`src/rtl/layer_sequencer_pkg.sv`:
```
// rtl/layer_sequencer_pkg.sv - shared state encodings, stage ids and defaults for the layer sequencer
//
// Purpose: common definitions for the CNN layer sequencer and its watchdog.
// Ports:   none (package).

package layer_sequencer_pkg;

    // Sequencer state encoding (3 bits).
    typedef enum logic [2:0] {
        S_IDLE    = 3'd0,
        S_LAUNCH  = 3'd1,
        S_WAIT    = 3'd2,
        S_ADVANCE = 3'd3,
        S_FINISH  = 3'd4,
        S_ERROR   = 3'd5
    } state_t;

    // Stage identifiers in launch order.
    typedef enum logic [1:0] {
        STG_IMG_IN = 2'd0,
        STG_CONV   = 2'd1,
        STG_POOL   = 2'd2,
        STG_FC     = 2'd3
    } stage_id_t;

    localparam int DEF_NUM_STAGES = 4;
    localparam int DEF_IDX_W      = 2;
    localparam int DEF_TIMEOUT    = 4095;
    localparam int DEF_CNT_W      = 12;

    // True for states in which a pass is in progress.
    function automatic logic is_busy(input state_t s);
        return (s != S_IDLE) && (s != S_ERROR);
    endfunction

endpackage

```
`src/rtl/layer_sequencer_stage_watchdog.sv`:
```
// rtl/layer_sequencer_stage_watchdog.sv - saturating per-stage watchdog counter
//
// Purpose: counts WAIT cycles of the current stage and flags the cycle whose
//          increment brings the count to TIMEOUT.
// Ports:
//   clk      in   1   clock
//   rst      in   1   synchronous reset, active-low
//   clr      in   1   clear count to 0
//   en       in   1   count this cycle
//   expired  out  1   this enabled cycle makes the count reach TIMEOUT

module layer_sequencer_stage_watchdog
    import layer_sequencer_pkg::*;
#(
    parameter int CNT_W   = DEF_CNT_W,
    parameter int TIMEOUT = DEF_TIMEOUT
) (
    input  logic clk,
    input  logic rst,
    input  logic clr,
    input  logic en,
    output logic expired
);

    localparam logic [CNT_W-1:0] LIMIT    = CNT_W'(TIMEOUT);
    localparam logic [CNT_W-1:0] LIMIT_M1 = CNT_W'(TIMEOUT - 1);

    logic [CNT_W-1:0] count;

    always_ff @(posedge clk) begin
        if (!rst) begin
            count <= '0;
        end else if (clr) begin
            count <= '0;
        end else if (en && (count != LIMIT)) begin
            count <= count + 1'b1;
        end
    end

    // Flagged one cycle early so the FSM can let a done in that same cycle win
    // over the timeout without an extra registered stage.
    assign expired = en && (count >= LIMIT_M1);

endmodule

```
`src/rtl/layer_sequencer.sv`:
```
// rtl/layer_sequencer.sv - sequences CNN datapath stages with watchdog and abort
//
// Purpose: on net_start, launches each stage in order with a 1-cycle start
//          pulse, waits for its done, and reports completion or a hung stage.
// Ports:
//   clk          in   1           clock
//   rst          in   1           synchronous reset, active-low
//   net_start    in   1           request a full pass (sampled in IDLE)
//   abort        in   1           cancel the pass / clear error
//   stage_done   in   NUM_STAGES  per-stage completion
//   stage_start  out  NUM_STAGES  one-hot launch pulse
//   stage_idx    out  IDX_W       stage being run, 0 in IDLE
//   net_busy     out  1           pass in progress
//   net_done     out  1           1-cycle completion pulse
//   timeout_err  out  1           held while in ERROR

module layer_sequencer
    import layer_sequencer_pkg::*;
#(
    parameter int NUM_STAGES = DEF_NUM_STAGES,
    parameter int IDX_W      = DEF_IDX_W,
    parameter int TIMEOUT    = DEF_TIMEOUT,
    parameter int CNT_W      = DEF_CNT_W
) (
    input  logic                  clk,
    input  logic                  rst,
    input  logic                  net_start,
    input  logic                  abort,
    input  logic [NUM_STAGES-1:0] stage_done,
    output logic [NUM_STAGES-1:0] stage_start,
    output logic [IDX_W-1:0]      stage_idx,
    output logic                  net_busy,
    output logic                  net_done,
    output logic                  timeout_err
);

    localparam logic [IDX_W-1:0] LAST_IDX = IDX_W'(NUM_STAGES - 1);

    state_t                  state;
    state_t                  nxt_state;
    logic [IDX_W-1:0]        idx;
    logic [IDX_W-1:0]        nxt_idx;
    logic [NUM_STAGES-1:0]   launch_vec;
    logic                    done_cur;
    logic                    wd_clr;
    logic                    wd_en;
    logic                    expired;

    // Only the running stage's done is ever looked at.
    assign done_cur = stage_done[idx];

    assign wd_clr = (state != S_WAIT);
    assign wd_en  = (state == S_WAIT) && !done_cur;

    layer_sequencer_stage_watchdog #(
        .CNT_W   (CNT_W),
        .TIMEOUT (TIMEOUT)
    ) u_watchdog (
        .clk     (clk),
        .rst     (rst),
        .clr     (wd_clr),
        .en      (wd_en),
        .expired (expired)
    );

    always_comb begin
        nxt_state = state;
        nxt_idx   = idx;
        case (state)
            S_IDLE: begin
                // abort wins over net_start here
                if (net_start && !abort) begin
                    nxt_state = S_LAUNCH;
                    nxt_idx   = '0;
                end
            end
            S_LAUNCH: begin
                if (abort) begin
                    nxt_state = S_IDLE;
                    nxt_idx   = '0;
                end else begin
                    nxt_state = S_WAIT;
                end
            end
            S_WAIT: begin
                // Priority: abort, then done, then timeout.
                if (abort) begin
                    nxt_state = S_IDLE;
                    nxt_idx   = '0;
                end else if (done_cur) begin
                    nxt_state = (idx == LAST_IDX) ? S_FINISH : S_ADVANCE;
                end else if (expired) begin
                    nxt_state = S_ERROR;
                end
            end
            S_ADVANCE: begin
                if (abort) begin
                    nxt_state = S_IDLE;
                    nxt_idx   = '0;
                end else begin
                    nxt_state = S_LAUNCH;
                    nxt_idx   = idx + 1'b1;
                end
            end
            S_FINISH: begin
                nxt_state = S_IDLE;
                nxt_idx   = '0;
            end
            S_ERROR: begin
                // idx stays frozen to name the hung stage
                if (abort) begin
                    nxt_state = S_IDLE;
                    nxt_idx   = '0;
                end
            end
            default: begin
                nxt_state = S_IDLE;
                nxt_idx   = '0;
            end
        endcase
    end

    always_comb begin
        launch_vec          = '0;
        launch_vec[nxt_idx] = 1'b1;
    end

    // Outputs are registered from the next state/index so they line up with
    // the state register each cycle.
    always_ff @(posedge clk) begin
        if (!rst) begin
            state       <= S_IDLE;
            idx         <= '0;
            stage_start <= '0;
            stage_idx   <= '0;
            net_busy    <= 1'b0;
            net_done    <= 1'b0;
            timeout_err <= 1'b0;
        end else begin
            state       <= nxt_state;
            idx         <= nxt_idx;
            stage_start <= (nxt_state == S_LAUNCH) ? launch_vec : '0;
            stage_idx   <= nxt_idx;
            net_busy    <= is_busy(nxt_state);
            net_done    <= (nxt_state == S_FINISH);
            timeout_err <= (nxt_state == S_ERROR);
        end
    end

endmodule

```
`config.mk`:
```
export PLATFORM = sky130hd
export DESIGN_NAME = layer_sequencer
export DESIGN_NICKNAME = d
export VERILOG_FILES = /design/src/rtl/layer_sequencer_pkg.sv /design/src/rtl/layer_sequencer_stage_watchdog.sv /design/src/rtl/layer_sequencer.sv
export SDC_FILE = /design/constraint.sdc
export NUM_CORES = 1
export LEC_CHECK = 0
export CAP_MARGIN = 20
export CORE_MARGIN = 2
export CORE_UTILIZATION = 56
export CTS_BUF_LIST = sky130_fd_sc_hd__clkbuf_4 sky130_fd_sc_hd__clkbuf_8
export DETAILED_ROUTE_END_ITERATION = 8
export GPL_TIMING_DRIVEN = 1
export PLACE_DENSITY = 0.81
export SYNTH_ARGS = -nofsm -noshare
export SYNTH_HDL_FRONTEND = slang
export SYNTH_SLANG_ARGS = --single-unit
```
`constraint.sdc`:
```
create_clock -name clk -period 2.1 [get_ports clk]
set_input_delay 0.315 -clock clk [delete_from_list [all_inputs] [get_ports clk]]
set_output_delay 0.315 -clock clk [all_outputs]
set_load 0.01 [all_outputs]
```
== Word level (Yosys, flattened, before mapping) ==
Index checks and enable logic that the tools add are counted.
Operators by class
  add/subtract/negate cells: 2
  $lt $le $gt $ge: 4
  equality and inequality tests: 11
  multiplexer cells: 17
  bitwise operators: 1
  reductions and logical operators: 13
Operators with widths (count)
  $mux W3: 6
  $pmux W3 S5: 1
  $add A12 B1 Y12 const B: 1
  $ge A12 B12 Y1 const B: 1
  $ne A12 B12 Y1 const B: 1
  $eq A3 B3 Y1 const B: 3
  $mux W2: 4
  $eq A3 B1 Y1 const B: 2
  $eq A3 B2 Y1 const B: 2
  $logic_and A1 B1 Y1: 6
  $lt A2 B3 Y1 const B: 2
  $pmux W2 S3: 1
  $logic_not A3 Y1: 1
  $mux W1: 3
  $ne A3 B2 Y1 const B: 1
  $ne A3 B3 Y1 const B: 1
  $reduce_bool A3 Y1: 1
  $reduce_or A3 Y1: 1
  $add A2 B1 Y2 const B: 1
  $bmux W1 S2: 1
  $demux W1 S2: 1
  $eq A2 B2 Y1 const B: 1
  $ge A2 B1 Y1 const B: 1
  $logic_not A1 Y1: 2
  3 further kinds: 3
Word-level totals
  register bits: 24
  input port bits: 8
  logic and storage cells: 55

== Logic depth before layout (Yosys ltp) ==
  depth in word-level cells: 11
  mapped depth: 7
  gate-level depth less buffers: 7

== Hierarchy ==
Synthesis repeated with hierarchy kept, for this count alone.
Unflattened totals
  cells, all modules: 147
  area total of the unflattened synthesis: 1282.5 um^2
Modules (own cells, without submodules)
  layer_sequencer_stage_watchdog: times used 1, cells an instance 83, area each 693.2 um^2, seq. area each 240.2 um^2
  layer_sequencer: times used 1, cells an instance 64, area each 589.3 um^2, seq. area each 240.2 um^2

== Worst setup path after synthesis ==
OpenSTA, ideal clock, no wires.
  kind: register to register
  start: register idx[0]
  end: register u_watchdog.count[11]
  setup time: 70 ps
  arrival time: 1907 ps
  required time: 2030 ps
  setup slack: 123 ps
  stages on the path, launching flop included: 7
  buffers on the path: 1
  clock period less this slack: 1977 ps
  path through: dfxtp_1 -> buf_2 -> mux4_2 -> a41oi_2 -> nand3_1 -> or3_1 -> a21oi_1
On the way
  word-level cells in the longest chain between the ends: 5
RTL lines
  from (decl): line layer_sequencer.sv:41  | logic [IDX_W-1:0] idx;
  from (signal assigned): line layer_sequencer.sv:141  | idx <= nxt_idx;
  $bmux W1 S2: line layer_sequencer.sv:50  | assign done_cur = stage_done[idx];
  $mux W1 (not written as such): line layer_sequencer.sv:50
  $logic_not A1 Y1: line layer_sequencer.sv:53  | assign wd_en = (state == S_WAIT) && !done_cur;
  $logic_and A1 B1 Y1: line layer_sequencer.sv:53
  $logic_and A1 B1 Y1: line layer_sequencer_stage_watchdog.sv:35  | end else if (en && (count != LIMIT)) begin
  to (signal assigned): line layer_sequencer_stage_watchdog.sv:36  | count <= count + 1'b1;
  to (decl): line layer_sequencer_stage_watchdog.sv:28  | logic [CNT_W-1:0] count;
No other way between the ends. The select of a mux whose other input is x is not followed.
A chain may end at the register's enable or synchronous reset.

== Final worst setup path ==
  start: register u_watchdog.count[3]
  end: register stage_start[3]
On the way
  word-level cells in the longest chain between the ends: 8
RTL lines
  $ge A12 B12 Y1: line layer_sequencer_stage_watchdog.sv:42  | assign expired = en && (count >= LIMIT_M1);
  $logic_and A1 B1 Y1: line layer_sequencer_stage_watchdog.sv:42
  $mux W3: line layer_sequencer.sv:92  | end else if (expired) begin
  $mux W3: line layer_sequencer.sv:90  | end else if (done_cur) begin
  $mux W3: line layer_sequencer.sv:87  | if (abort) begin
  $pmux W3 S5: line layer_sequencer.sv:69  | case (state)
  $eq A3 B1 Y1: line layer_sequencer.sv:142  | stage_start <= (nxt_state == S_LAUNCH) ? launch_vec : '0;
  $reduce_and A2 Y1 (no source line)
  to (signal assigned): line layer_sequencer.sv:142
  to (decl): line layer_sequencer.sv:30  | output logic [NUM_STAGES-1:0] stage_start,
No other way between the ends.

==> flow_metrics.py <==
metrics = {
    "status": {
        "status": "completed",
    },
    "sta": {
        "worst_pin_slew_ns": 0.458,
        "period_share_pct": 92.8,
        "hold_viol_final": 0,
        "timing.setup.tns_ns": 0,
        "rsz0062_at_grt": "false",
        "fin_worst_skew_ns": 0.00978,
        "slew_viol_final": 0,
        "max-slew-margin-rel_pct": 69.3,
        "min_period_ns": 1.95,
        "fmax_mhz": 513,
        "setup_violations": 0,
        "hold_ws_ns": 0.522,
    },
    "die": {
        "io_pins": 17,
        "die_area_um2": 2600,
        "die-width_um": 51.0,
        "die_h_um": 51.0,
        "rows": 17,
        "initial_core_util_pct": 57.7,
        "core_area_um2": 2150,
    },
    "worst_setup_path": {
        "reg2reg_to": "stage_start[3]",
        "regToRegSetupSlack_ns": 0.15,
        "cp-start-kind": "register",
        "setup.worst_path.end_class": "register",
        "arrival_ns": 2.18,
        "reg2reg_from": "u_watchdog.count[3]",
        "critPathRequiredTime_ns": 2.33,
        "crit_path_max_fanout": 6,
        "crit_type": "reg2reg",
        "ff2ff_path_depth": 5,
    },
    "yosys": {
        "synth_fa_ha_area_share_pct": 3.03,
        "synth_compound_area_share_pct": 10.6,
        "synth-simple-area-share_pct": 32.0,
        "seq_area_frac_synth_pct": 38.8,
        "synth.distinct_cells": 37,
        "ys_seq_elements": 24,
        "synth_top_family_by_area": "simple AND/OR/NAND/NOR gates",
        "netlist_instances": 144,
        "ys_dominant_reg_cell": "dfxtp_1",
        "syn_nets": 155,
        "syn_area_per_cell_um2": 8.60,
        "synth_xor_area_share_pct": 7.78,
        "synth_mux_area_share_pct": 4.24,
        "synth_edf_count": 0,
        "mappedNetlistArea_um2": 1240,
        "synth-async-reset-ratio_pct": 0,
        "ys_warn_count": 0,
    },
    "place": {
        "place_inst": 190,
        "port-buffer-count": 16,
        "dpl_cell_area_um2": 1470,
        "dp_hpwl_um": 2030,
        "gp_congestion": 0.855,
    },
    "detailed_routing": {
        "dr_total_vias": 1160,
        "drtIter0Drc": 32,
        "drtAntennaViolNets": 0,
        "wl_per_cell_um": 14.1,
        "routed_wl_um": 2740,
        "drcViolationCount": 0,
        "viasPerCell": 5.98,
        "first_pass_iters": 4,
    },
    "clock_network": {
        "clkTransAtPathRegs_ns": 0.14,
        "cts_num_sinks": 24,
        "clock-root-buffer": "clkbuf_4",
        "clock_path_buffers": 2,
        "insertion_delay_ns": 0.33,
        "cts_resized": 0,
        "cts_made_buffers": 3,
        "tritoncts": "yes",
        "htreeDepth": 1,
        "postCtsSetupRepairBufs": 0,
        "ctsHoldBuffers": 0,
    },
    "finish": {
        "design_area_um2": 1520,
        "syn_to_final_growth_pct": 22.8,
        "final_common_cell": "dfxtp_1",
        "final-seq-area_um2": 480,
        "fillers": 161,
        "antenna_cells": 0,
        "drive_gt1_share_pct": 9.64,
        "final_cell_mix": "24 x dfxtp_1, 22 x nor2_1, 16 x clkdlybuf4s50_1",
        "fin_cells": 194,
        "multi_input_area_um2": 714,
        "final_nets": 178,
    },
    "power_and_ir_drop": {
        "p_leak_uw": 0.000551,
        "powerDensity_nw_per_um2": 568,
        "irDropWorstVdd_mv": 0.352,
        "p_total_uw": 864,
    },
    "hold_path": {
        "hold_path_startpoint": "u_watchdog.count[11]",
        "hold_path_end": "u_watchdog.count[11]",
        "hold_depth": 2,
        "hold_class": "reg2reg",
    },
    "global_routing": {
        "grt_pass1_vias": 1147,
        "gr-max-usage-layer": "met2",
        "antenna_found_initial": 0,
        "gr-usage-met3_pct": 3.80,
        "grtUsageMet2_pct": 44.8,
        "grt_pass1_wl_um": 4730,
        "use_met1_pct": 25.6,
        "grtUsageTotal_pct": 24.2,
        "grt_max_degree": 15,
        "grt_overflow": 0,
    },
    "job": {
        "max_cap_violations": 0,
    },
}
[final cells by class]
type	instances	share of cell area [%]
Sequential cell	24	31.6
Inverter	5	1.23
Timing Repair Buffer	24	14.5
Clock inverter	1	1.97
Multi-Input combinational cell	109	47.0
Clock buffer	3	1.48
Tap cell	28	2.30
[flip-flops by register name, summed over array words and instances, names as in the netlist]
| name | cells |
|---|---|
| u_watchdog.count | 12 |
| stage_start | 4 |
| state | 3 |
| idx | 2 |
| net_busy | 1 |
| net_done | 1 |
| timeout_err | 1 |
[layer usage]
| metal | vias to the layer above | wire (um) |
|---|---|---|
| li1 | 556 | - |
| met1 | 567 | 1120 |
| met2 | 29 | 1460 |
| met3 | 8 | 92 |
| met4 | 0 | 62 |
| met5 | - | 0 |
[critical path: stages, from the launching register on]
cell and delay [ns]:
dfxtp_1 0.43, and4_1 0.34, nand4_1 0.18, o21ai_0 0.24, nand4b_1 0.30, nor4b_1 0.37
[power breakdown]
group	switching [uW]	leakage (uW)	internal, uW
logic	28.4	0.000329	32.5
clock network	148	0.0000279	193
registers	3.73	0.000194	459
[kinds of logic (layout without fill, tap and decap cells)]
| kind of cell | Yosys count | after routing |
|---|---|---|
| xor gates and xnor gates | 11 | 11 |
| muxes | 4 | 4 |
| adders and majority gates | 3 | 3 |
| AOI/OAI and AO/OA | 18 | 18 |
| buffers and inverters | 11 | 33 |
| and+or+nand+nor | 73 | 73 |
| DFF | 24 | 24 |
[per-stage QoR]
| stage | setup WS, ns | utilization (%) |
|---|---|---|
| global placement | -0.0216 | 68.4 |
| floorplan | 0.123 | - |
| CTS | 0.165 | 70.8 |
| global route | 0.0212 | 70.8 |
| finish | 0.151 | 70.8 |
| detailed placement | -0.0532 | 68.4 |
[worst max-delay path by stage]
| stage | start | end | slack (ns) | depth (start not counted) |
|---|---|---|---|---|
| 5_1_grt | u_watchdog.count[3] | stage_start[2] | 0.02 | 5 |
| 2_1_floorplan | idx[0] | u_watchdog.count[11] | 0.12 | 6 |
| 3_3_place_gp | stage_done[3] | stage_start[3] | -0.02 | 6 |
| 6_report | u_watchdog.count[3] | stage_start[3] | 0.15 | 5 |
| 3_5_place_dp | stage_done[3] | stage_start[3] | -0.05 | 6 |
| 4_1_cts | u_watchdog.count[3] | stage_start[3] | 0.17 | 5 |
[cell usage after synthesis, types with 2 or more instances]
cell type | number | area (um^2)
a21oi_1 | 4 | 20.0
a31oi_1 | 2 | 12.5
and2_1 | 2 | 12.5
and3_1 | 5 | 31.3
and4_1 | 2 | 17.5
buf_2 | 2 | 10.0
clkbuf_1 | 4 | 15.0
dfxtp_1 | 24 | 480
ha_1 | 3 | 37.5
inv_1 | 5 | 18.8
mux2i_1 | 3 | 30.0
nand2_1 | 6 | 22.5
nand2b_1 | 8 | 50.1
nand3_1 | 3 | 15.0
nand4_1 | 7 | 43.8
nand4b_1 | 2 | 17.5
nor2_1 | 22 | 82.6
nor2b_1 | 2 | 12.5
nor3_1 | 5 | 25.0
nor4_1 | 3 | 18.8
o21a_1 | 2 | 15.0
o21ai_0 | 2 | 10.0
o22ai_1 | 2 | 12.5
or3_1 | 2 | 12.5
xnor2_1 | 3 | 26.3
xor2_1 | 8 | 70.1
Power figures use the tool's default switching activity.
